File: config.mk
export PLATFORM = sky130hd
export DESIGN_NAME = uart_rx
export DESIGN_NICKNAME = d
export VERILOG_FILES = /design/src/rtl/uart_rx.sv
export SDC_FILE = /design/constraint.sdc
export NUM_CORES = 1
export LEC_CHECK = 0
export BUFFER_PORTS_ARGS = -buffer_cell sky130_fd_sc_hd__buf_2
export CAP_MARGIN = 20
export CORE_ASPECT_RATIO = 0.6
export CORE_MARGIN = 4
export CORE_UTILIZATION = 35
export DETAILED_ROUTE_END_ITERATION = 10
export PLACE_DENSITY = 0.62
export RECOVER_POWER = 50
export SETUP_SLACK_MARGIN = 0.05
export SLEW_MARGIN = 5
export SYNTH_ARGS = -nofsm -noshare
export SYNTH_HDL_FRONTEND = slang
export SYNTH_SLANG_ARGS = --single-unit
File: constraint.sdc
create_clock -name clk -period 2.3 [get_ports clk]
set_input_delay 0.46 -clock clk [delete_from_list [all_inputs] [get_ports clk]]
set_output_delay 0.46 -clock clk [all_outputs]
set_load 0.05 [all_outputs]
File: src/rtl/uart_rx.sv
// UART receiver: 2-flop synchronized serial input, mid-bit sampling of start/data/stop,
// byte delivered on a valid/ready handshake with one-cycle frame-error and overrun pulses.
module uart_rx #(
    parameter int DATA_WIDTH = 8,
    parameter int BAUD_RATE  = 9600,
    parameter int CLK_FREQ   = 100_000_000
) (
    input  logic                  clk,
    input  logic                  rstn,
    input  logic                  sig,
    output logic [DATA_WIDTH-1:0] data,
    output logic                  valid,
    input  logic                  ready,
    output logic                  frame_err,
    output logic                  overrun
);
    localparam int PULSE_WIDTH = CLK_FREQ / BAUD_RATE;
    localparam int CNT_W       = $clog2(PULSE_WIDTH) + 1;
    localparam int IDX_W       = (DATA_WIDTH > 1) ? $clog2(DATA_WIDTH) : 1;
    localparam logic [CNT_W-1:0] FULL_LAST = CNT_W'(PULSE_WIDTH - 1);
    localparam logic [CNT_W-1:0] HALF_LAST = CNT_W'(PULSE_WIDTH / 2 - 1);
    localparam logic [IDX_W-1:0] IDX_LAST  = IDX_W'(DATA_WIDTH - 1);

    typedef enum logic [2:0] {
        ST_IDLE      = 3'd0,
        ST_START     = 3'd1,
        ST_DATA      = 3'd2,
        ST_STOP      = 3'd3,
        ST_WAIT_HIGH = 3'd4
    } state_e;

    state_e                  state_q, state_d;
    logic                    sync1_q, rs_q;
    logic [CNT_W-1:0]        cnt_q, cnt_d;
    logic [IDX_W-1:0]        idx_q, idx_d;
    logic [DATA_WIDTH-1:0]   shift_q, shift_d;
    logic [DATA_WIDTH-1:0]   data_q, data_d;
    logic                    valid_q, valid_d;
    logic                    frame_err_q, frame_err_d;
    logic                    overrun_q, overrun_d;
    logic                    good_s;

    // State, synchronizer and output registers
    always_ff @(posedge clk or negedge rstn) begin
        if (!rstn) begin
            sync1_q     <= 1'b1;
            rs_q        <= 1'b1;
            state_q     <= ST_IDLE;
            cnt_q       <= '0;
            idx_q       <= '0;
            shift_q     <= '0;
            data_q      <= '0;
            valid_q     <= 1'b0;
            frame_err_q <= 1'b0;
            overrun_q   <= 1'b0;
        end else begin
            sync1_q     <= sig;
            rs_q        <= sync1_q;
            state_q     <= state_d;
            cnt_q       <= cnt_d;
            idx_q       <= idx_d;
            shift_q     <= shift_d;
            data_q      <= data_d;
            valid_q     <= valid_d;
            frame_err_q <= frame_err_d;
            overrun_q   <= overrun_d;
        end
    end

    // Frame recovery state machine and output handshake next-state
    always_comb begin
        state_d     = state_q;
        cnt_d       = cnt_q;
        idx_d       = idx_q;
        shift_d     = shift_q;
        data_d      = data_q;
        valid_d     = valid_q;
        frame_err_d = 1'b0;
        overrun_d   = 1'b0;
        good_s      = 1'b0;

        case (state_q)
            ST_IDLE: begin
                cnt_d = '0;
                if (!rs_q) begin
                    state_d = ST_START;
                end else begin
                    state_d = ST_IDLE;
                end
            end
            ST_START: begin
                if (cnt_q == HALF_LAST) begin
                    cnt_d = '0;
                    idx_d = '0;
                    // A start bit that is high again at mid-bit was only a glitch.
                    if (rs_q) begin
                        state_d = ST_IDLE;
                    end else begin
                        state_d = ST_DATA;
                    end
                end else begin
                    cnt_d = cnt_q + 1'b1;
                end
            end
            ST_DATA: begin
                if (cnt_q == FULL_LAST) begin
                    cnt_d   = '0;
                    shift_d = {rs_q, shift_q[DATA_WIDTH-1:1]};
                    if (idx_q == IDX_LAST) begin
                        state_d = ST_STOP;
                    end else begin
                        idx_d = idx_q + 1'b1;
                    end
                end else begin
                    cnt_d = cnt_q + 1'b1;
                end
            end
            ST_STOP: begin
                if (cnt_q == FULL_LAST) begin
                    cnt_d = '0;
                    if (rs_q) begin
                        good_s  = 1'b1;
                        state_d = ST_IDLE;
                    end else begin
                        frame_err_d = 1'b1;
                        state_d     = ST_WAIT_HIGH;
                    end
                end else begin
                    cnt_d = cnt_q + 1'b1;
                end
            end
            ST_WAIT_HIGH: begin
                cnt_d = '0;
                if (rs_q) begin
                    state_d = ST_IDLE;
                end else begin
                    state_d = ST_WAIT_HIGH;
                end
            end
            default: begin
                state_d = ST_IDLE;
                cnt_d   = '0;
                idx_d   = '0;
            end
        endcase

        // A load in the same cycle as a consume keeps valid high with the new byte.
        if (good_s) begin
            if (!valid_q || ready) begin
                data_d  = shift_q;
                valid_d = 1'b1;
            end else begin
                overrun_d = 1'b1;
            end
        end else if (valid_q && ready) begin
            valid_d = 1'b0;
        end else begin
            valid_d = valid_q;
        end
    end

    assign data      = data_q;
    assign valid     = valid_q;
    assign frame_err = frame_err_q;
    assign overrun   = overrun_q;
endmodule

==> results.txt, run 1 <==
grt ovf: 0
# diodes: 0
commonest non-fill, non-tap cell in the layout: dfrtp_1
Simple-Gate Fraction of Synth Area: 21.0%
Synth Instances: 170
P&R area growth vs syn: 15.4%
Die ar.: 0.00723 mm²
max cap viols: 0
RSZ-0062 raised after global routing: no
placer congestion estimate: 0.794
Post-Syn Area: 0.00206 mm²
post-route setup TNS: 0 ns
vias per cell: 4.73
largest net degree at the start of global routing: 17
xor and xnor area share after synthesis: 5.52%
synthesis warning total: 0
WL final: 3.84 mm
Fin Clk Skew: 0.00217 ns
Total GRT Usage: 12.5%
drt wl/cell: 13.8 µm
Worst slew margin: 44.7%
Clock Path Buffers: 2
clk_lat worst skew: 0.29 ns
Nets: 205
largest family of logic cells by synthesized area: simple AND/OR/NAND/NOR gates
# IOs: 15
vias in the first global route: 1282
DRT Pass-1 Iters: 4
critical path type: reg2reg
ANT nets after route: 0
IO Port Bufs: 14
adder-cell share of the synthesized area: 1.82%
Crit path arrival time: 2.32 ns
CTS Hold Bufs: 0
Syn Area/Cell: 12.1 µm²
Die H: 67.5 µm
flops & latches, synth: 42
mux contribution to synthesized area: 11.6%
worst-path maximum fanout: 8
Finished Cell Area: 0.00238 mm²
endpoints failing setup: 0
Leak Pwr: 1.10 nW
pwr dens: 524 mW/mm²
CTS Root Cell: clkbuf_8
most frequent cells in the layout: 40 x dfrtp_1, 16 x mux2_4, 11 x nor2_1, 10 x xnor2_1, 10 x buf_2
CTS tree: done
filler instances: 540
ratio of cells with drive above 1 in the final layout: 28.1%
CP endpoint kind: flip-flop
status: complete, no violations
clk slew on worst S/H paths: 0.08 ns
dpl cell area: 0.00229 mm²
Sink Count: 42
post-synthesis sequential area ratio: 51.0%
Slew @ Worst Pin: 0.830 ns
core area: 0.00565 mm²
FP Rows: 21
H-tree levels: 2
Final Max Slew Viols: 0
Final Hold Viols: 0
TritonCTS buffer count: 5
post-synthesis cell type count: 36
Final HPWL DP: 2.83 mm
first-pass GRT wire length: 6.77 mm
die width: 107 µm
Worst VDD drop: 186 µV
Worst Hold Class: in2async
Post-Syn Nets: 177
Startpoint Class: flip-flop
total number of vias: 1321
Synth Area in Compound Gates: 6.06%
Starting Density: 36.5%
number of DRC markers in iteration 0: 77
CP required: 2.48 ns
Peak Freq: 0.468 GHz
crit path time final: 2.14 ns
residual DRC count: 0
initial antenna violation count: 0
period utilization: 92.9%
[sequential cells by signal, indices dropped and copies added (netlist names), 3 cells and up]
signal	cells
cnt_q	15
data	8
idx_q	3
state_q	3
shift_q	8
[area by class of cell]
| cell class | instances | area (µm²) | share of cell area [%] |
|---|---|---|---|
| multi-input combinational | 116 | 951 | 39.9 |
| clock buffer | 7 | 86.3 | 3.62 |
| tap | 80 | 100 | 4.20 |
| sequential | 42 | 1050 | 44.2 |
| clock inverter | 1 | 5.00 | 0.210 |
| timing repair buffer | 25 | 156 | 6.57 |
| inverter | 8 | 30.0 | 1.26 |
[power breakdown]
group / internal [mW] / switching (mW)
Combinational: 0.00296 / 0.0147
Clock: 0.242 / 0.246
Sequential: 0.741 / 0.00233
[critical path: stages (launching register included)]
cell,delay (ns)
dfrtp_1,0.37
or3_1,0.39
or4_1,0.55
buf_6,0.18
nor2_8,0.20
mux2_4,0.33
[timing repair]
| item | CTS | global route |
|---|---|---|
| buffers inserted | 0 | 1 |
| resized for setup | 0 | 1 |
| setup endpoints to repair | 0 | 16 |
[metrics by stage]
stage | std cells | hold WS, ns | setup slack, ns | utilization (%) | total power [mW]
floorplan | 170 | 0.164 | 0.191 | - | 0.758
detailed placement | 270 | 0.355 | 0.131 | 40.6 | 0.779
global route | 279 | 0.240 | 0.0700 | 42.2 | 1.31
global placement | 270 | 0.347 | 0.129 | 40.6 | 0.779
CTS | 278 | 0.0616 | 0.121 | 42.2 | 1.27
finish | 279 | 0.233 | 0.164 | 42.2 | 1.25
[path summary, 6_finish.rpt]
check	startpoint	endpoint	slack [ns]	depth (start not counted)
worst max-delay path	cnt_q[8]	data[5]	0.16	5
worst min-delay path	rstn	data[1]	0.23	1
worst max register to register	cnt_q[8]	data[5]	0.16	5
worst min register to register	sync1_q	rs_q	0.36	0
max in group asynchronous	rstn	cnt_q[0]	0.91	2
min in group clk	sig	sync1_q	0.26	1
[per-layer routing]
layer  wire length (µm)  GRT usage [%]  vias up
met2               1430           14.5       18
li1                   -              -      664
met1               2170           19.8      631
met4                 65           5.26        0
met5                  0              0        -
met3                171           4.30        8
[synthesized netlist by cell type]
cell / n / share of area (%)
a211oi_1: 1 / 0.36
a21boi_1: 1 / 0.36
a21oi_1: 3 / 0.73
a22oi_4: 1 / 1.0
a2bb2oi_1: 2 / 0.85
a31oi_1: 1 / 0.30
and4_1: 1 / 0.42
buf_6: 2 / 1.1
clkbuf_1: 2 / 0.36
dfrtp_1: 40 / 48
dfstp_2: 2 / 2.5
ha_1: 3 / 1.8
inv_1: 8 / 1.5
mux2_4: 16 / 12
nand2_1: 6 / 1.1
nand2b_1: 5 / 1.5
nand3_1: 5 / 1.2
nand3b_1: 1 / 0.36
nand4_1: 7 / 2.1
nand4bb_1: 5 / 2.7
nor2_1: 11 / 2.0
nor2_2: 9 / 2.7
nor2_8: 2 / 1.9
nor2b_1: 2 / 0.61
nor3_1: 5 / 1.2
nor4_1: 5 / 1.5
o21a_1: 1 / 0.36
o21ai_0: 2 / 0.48
o21ai_1: 1 / 0.24
o21ba_1: 1 / 0.48
o221ai_1: 2 / 0.85
or3_1: 1 / 0.30
or4_1: 2 / 0.73
or4bb_1: 1 / 0.55
xnor2_1: 10 / 4.2
xor2_1: 3 / 1.3
[logic make-up after synthesis]
logic type,count (synthesis)
simple gates,68
buf+inv,12
fa+ha+maj,3
xor+xnor,13
mux,16
flops,42
compound gates,16
Note: power is estimated with default switching activity, not from simulation.
==> run 2, diff against run 1 <==
--- a/config.mk
+++ b/config.mk
@@ -6,5 +6,5 @@
 export NUM_CORES = 1
 export LEC_CHECK = 0
-export BUFFER_PORTS_ARGS = -buffer_cell sky130_fd_sc_hd__buf_2
+export BUFFER_PORTS_ARGS = -buffer_cell sky130_fd_sc_hd__buf_4
 export CAP_MARGIN = 20
 export CORE_ASPECT_RATIO = 0.6
==> constraint.sdc (replaced) <==
create_clock -name clk -period 2.3 [get_ports clk]
set_input_delay 0.46 -clock clk [delete_from_list [all_inputs] [get_ports clk]]
set_output_delay 0.46 -clock clk [all_outputs]
set_load 0.01 [all_outputs]
==> run 2 against run 1 <==
Against the previous run:
- critical path depth did not move
- design area grew 1.8%
- sequential share of layout area decreased by 0.80 points
- clock-buffer cell count unchanged
- worst hold slack better by 0.045 ns
- highest routed layer unchanged
==> results.txt, run 2 (synthesis gave the netlist of run 1 again) <==
vias per cell: 4.66 (-1.6%)
residual DRC count: 0 (unchanged)
worst-path maximum fanout: 8 (unchanged)
# IOs: 15 (unchanged)
CTS Root Cell: clkbuf_8
period utilization: 94.5% (+1.6 points)
Crit path arrival time: 2.35 ns (+0.03 ns)
Worst VDD drop: 253 µV (+36%)
clk slew on worst S/H paths: 0.08 ns (about the same)
max cap viols: 0 (unchanged)
Nets: 205 (unchanged)
Final Util: 42.9% (+0.78 points)
most frequent cells in the layout: 40 x dfrtp_1, 18 x buf_4, 16 x mux2_4, 11 x nor2_1, 10 x xnor2_1
first-pass GRT wire length: 6.40 mm (-5.4%)
Peak Freq: 0.460 GHz (-1.7%)
crit path time final: 2.17 ns (+0.0368 ns)
Fin Clk Skew: 0.00813 ns (+0.00596 ns)
Final HPWL DP: 2.76 mm (-2.4%)
endpoints failing setup: 0 (unchanged)
CP endpoint kind: flip-flop
drt wl/cell: 13.8 µm (+0.55%)
hold depth: 1
clk_lat worst skew: 0.29 ns (about the same)
TritonCTS buffer count: 5 (unchanged)
pwr dens: 515 mW/mm² (-1.9%)
FP Rows: 21 (unchanged)
H-tree levels: 2 (unchanged)
grt ovf: 0 (unchanged)
Die H: 67.5 µm (unchanged)
vias in the first global route: 1221 (-4.8%)
Sw Share: 21.0% (-0.11 points)
Worst Hold Class: in2reg
Top reg by flops: cnt_q
P&R area growth vs syn: 17.5%
WL final: 3.86 mm (+0.55%)
initial antenna violation count: 0 (unchanged)
status: complete, no violations
Startpoint Class: flip-flop
number of DRC markers in iteration 0: 91 (+18%)
Int Pwr: 0.987 mW (about the same)
clock power share: 39.0% (about the same)
die width: 107 µm (unchanged)
filler instances: 549 (+1.7%)
Sink Count: 42 (unchanged)
R2R depth: 5 (unchanged)
# diodes: 0 (unchanged)
critical path type: reg2reg
ratio of cells with drive above 1 in the final layout: 30.7% (+2.5 points)
CP required: 2.48 ns (about the same)
largest net degree at the start of global routing: 43 (+26)
number of setup buffers added after CTS: 0 (unchanged)
combinational share of power: 1.4% (about the same)
Sequential Power Share: 59.6% (about the same)
commonest non-fill, non-tap cell in the layout: dfrtp_1
Starting Density: 36.5% (unchanged)
Clock Path Buffers: 2 (unchanged)
Final Max Slew Viols: 0 (unchanged)
Leak Pwr: 1.11 nW (+0.79%)
IO Port Bufs: 14 (unchanged)
RSZ-0062 raised after global routing: no
post-route setup TNS: 0 ns (unchanged)
placer congestion estimate: 0.774 (-2.5%)
CTS tree: done
total number of vias: 1300 (-1.6%)
core area: 0.00565 mm² (unchanged)
Final Hold Viols: 0 (unchanged)
Sw Pwr: 0.262 mW (-0.60%)
Largest register FFs: 15 (unchanged)
ANT nets after route: 0 (unchanged)
Die ar.: 0.00723 mm² (unchanged)
post-route worst hold slack: 0.278 ns (+0.0450 ns)
total power: 1.25 mW (about the same)
Slew @ Worst Pin: 1.02 ns (+0.190 ns)
DRT Pass-1 Iters: 4 (unchanged)
Worst slew margin: 32.0% (-13 points)
Total GRT Usage: 11.6% (-0.92 points)
==> run 2: metrics by stage <==
step,std cells,setup WS (ns),area [µm²]
2_1_floorplan,170,0.191,2060
3_3_place_gp,271,0.119,2330
3_5_place_dp,271,0.0869,2330
4_1_cts,279,0.0631,2430
5_1_grt,279,0.0766,2430
6_report,279,0.127,2430
==> run 2: layer usage <==
metal | up-vias | global-route usage, % | routed length (µm)
met3 | 3 | 3.15 | 176
li1 | 659 | - | -
met4 | 0 | 3.83 | 22
met1 | 617 | 18.5 | 2310
met2 | 21 | 14.4 | 1350
met5 | - | 0 | 0
==> run 2: worst paths after layout <==
kind / startpoint / end / slack [ns]
min in group asynchronous: rstn / state_q[0] / 0.34
worst max-delay path: cnt_q[9] / data[5] / 0.13
worst min-delay path: sig / sync1_q / 0.28
worst max register to register: cnt_q[9] / data[5] / 0.13
worst min register to register: sync1_q / rs_q / 0.36
max in group asynchronous: rstn / data[4] / 1.34
==> run 2: area by class of cell <==
cell class | count | area [µm²] | area share [%]
clock buffers | 7 | 86.3 | 3.56
clock inverters | 1 | 5.00 | 0.206
inverters | 8 | 30.0 | 1.24
multi-input cells | 116 | 961 | 39.6
flip-flops and latches | 42 | 1050 | 43.4
well taps | 80 | 100 | 4.13
repair buffers | 25 | 190 | 7.84
==> run 2: timing repair <==
action	CTS	global route
gates resized for setup	0	3
hold buffers	0	0
endpoints found under the setup margin	0	16
==> run 2: power by group through the flow <==
stage                     Combinational, mW  Sequential, mW  Clock (mW)
after CTS                            0.0199           0.743       0.508
after global routing                 0.0211           0.744       0.541
after global placement               0.0196           0.758           0
final                                0.0174           0.744       0.487
after detailed placement             0.0197           0.758           0
after floorplan                    0.000878           0.757           0
==> run 2: worst max-delay path: stages (launching register included) <==
cell     delay, ns
dfrtp_1       0.41
or3_4         0.38
or4_1         0.55
buf_6         0.18
nor2_8        0.20
mux2_4        0.33
==> run 3, diff against run 2 <==
- CORE_UTILIZATION: 35 -> 45
- PLACE_DENSITY: 0.62 -> 0.73
==> run 3 against run 2 <==
Against the previous run:
- global-route usage is 3.4 points higher
- die area fell by 20%
- first-iteration DRC count is 15% lower
- design area fell by 1.9%
==> results.txt, run 3 (synthesis gave the netlist of run 1 again) <==
Leak Pwr: 1.09 nW (-1.7%)
period utilization: 96.2% (+1.7 points)
largest net degree at the start of global routing: 43 (unchanged)
WP buf/inv: 1 (unchanged)
Die H: 60.5 µm (-10%)
Sink Count: 42 (unchanged)
clk slew on worst S/H paths: 0.08 ns (about the same)
IO Port Bufs: 14 (unchanged)
crit path time final: 2.21 ns (+0.0402 ns)
Peak Freq: 0.452 GHz (-1.8%)
CTS Hold Bufs: 0 (unchanged)
max cap viols: 0 (unchanged)
Top reg by flops: cnt_q
first-pass GRT wire length: 6.45 mm (+0.75%)
total number of vias: 1365 (+5.0%)
Fin Clk Skew: 0.00603 ns (-0.00210 ns)
Worst VDD drop: 417 µV (+65%)
post-route worst hold slack: 0.272 ns (-0.00604 ns)
grt ovf: 0 (unchanged)
CP required: 2.48 ns (about the same)
Clock Path Buffers: 2 (unchanged)
Final Max Slew Viols: 0 (unchanged)
CP endpoint kind: flip-flop
total power: 1.25 mW (+0.46%)
Final Hold Viols: 0 (unchanged)
Largest delay share family, worst path: simple AND/OR/NAND/NOR gates
placer congestion estimate: 0.839 (+8.5%)
critical path type: reg2reg
Total GRT Usage: 14.9% (+3.4 points)
Die ar.: 0.00577 mm² (-20%)
drt wl/cell: 15.7 µm (+13%)
Starting Density: 48.5% (+12 points)
most frequent cells in the layout: 40 x dfrtp_1, 16 x mux2_4, 15 x buf_4, 11 x nor2_1, 10 x xnor2_1
Crit path arrival time: 2.39 ns (+0.04 ns)
H-tree levels: 2 (unchanged)
# diodes: 0 (unchanged)
Critical Path, Cell by Cell: or3_4 -> or4_4 -> buf_6 -> nor2_8 -> mux2_4
vias in the first global route: 1299 (+6.4%)
Final HPWL DP: 2.86 mm (+3.5%)
Critical Path Max Stage Delay: 0.54 ns (about the same)
CP max-delay cell: or4_4
CTS Root Cell: clkbuf_8
Worst slew margin: 31.4% (-0.60 points)
# IOs: 15 (unchanged)
ANT nets after route: 0 (unchanged)
FP Rows: 18 (-14%)
filler instances: 354 (-36%)
post-route setup TNS: 0 ns (unchanged)
Startpoint Class: flip-flop
vias per cell: 5.33 (+14%)
Slew @ Worst Pin: 1.03 ns (+0.00896 ns)
Nets: 202 (-1.5%)
TritonCTS buffer count: 5 (unchanged)
ratio of cells with drive above 1 in the final layout: 30.1% (-0.55 points)
die width: 95.4 µm (-11%)
CTS tree: done
residual DRC count: 0 (unchanged)
Largest register FFs: 15 (unchanged)
worst-path maximum fanout: 8 (unchanged)
status: complete, no violations
initial antenna violation count: 0 (unchanged)
number of DRC markers in iteration 0: 77 (-15%)
core area: 0.00426 mm² (-25%)
endpoints failing setup: 0 (unchanged)
DRT Pass-1 Iters: 6 (+2)
Worst Hold Class: in2reg
commonest non-fill, non-tap cell in the layout: dfrtp_1
RSZ-0062 raised after global routing: no
P&R area growth vs syn: 15.3%
WL final: 4.01 mm (+3.9%)
pwr dens: 527 mW/mm² (+2.4%)
clk_lat worst skew: 0.29 ns (about the same)
==> run 3: path summary, 6_finish.rpt <==
check	from	end	slack, ns	cells past startpoint
worst max-delay path	cnt_q[8]	data[0]	0.09	5
worst min-delay path	sig	sync1_q	0.27	1
worst max register to register	cnt_q[8]	data[0]	0.09	5
worst min register to register	sync1_q	rs_q	0.37	0
max in group asynchronous	rstn	idx_q[2]	1.33	1
min in group asynchronous	rstn	cnt_q[10]	0.34	1
==> run 3: repair_timing <==
action | CTS | global route
setup endpoints to repair | 16 | 16
pin swaps | 1 | 1
gates cloned | 0 | 0
gates resized for setup | 1 | 2
buffers inserted | 0 | 2
==> run 3: layout make-up <==
| class | instances | area, µm² | share of cell area [%] |
|---|---|---|---|
| tap | 60 | 75.1 | 3.15 |
| inverter | 8 | 30.0 | 1.26 |
| sequential | 42 | 1050 | 44.2 |
| timing repair buffer | 22 | 168 | 7.04 |
| multi-input combinational | 116 | 960 | 40.3 |
| clock buffer | 6 | 82.6 | 3.47 |
| clock inverter | 2 | 12.5 | 0.525 |
==> run 3: where the power goes <==
part	leakage, nW	internal (mW)	total [mW]	switching (mW)
Sequential	0.565	0.741	0.743	0.00224
Combinational	0.478	0.00330	0.0176	0.0143
Clock	0.0472	0.241	0.493	0.252
Total	1.09	0.986	1.25	0.268
==> run 3: metal layers <==
layer / GRT usage [%] / vias up / routed length (µm) / share of wire [%]
met5: 0 / - / 0 / 0
met4: 5.47 / 0 / 77 / 1.9
met3: 4.09 / 6 / 143 / 3.6
met2: 21.3 / 24 / 1790 / 45
met1: 21.9 / 676 / 2000 / 50
li1: - / 659 / - / -
==> run 3: metrics by stage <==
step | utilization (%) | area [µm²] | instances | worst slack, ns
2_1_floorplan | - | 2060 | 170 | 0.191
3_3_place_gp | 53.4 | 2270 | 246 | 0.130
3_5_place_dp | 53.4 | 2270 | 246 | 0.0255
4_1_cts | 55.7 | 2370 | 254 | 0.0568
5_1_grt | 55.9 | 2380 | 256 | 0.0528
6_report | 55.9 | 2380 | 256 | 0.0868
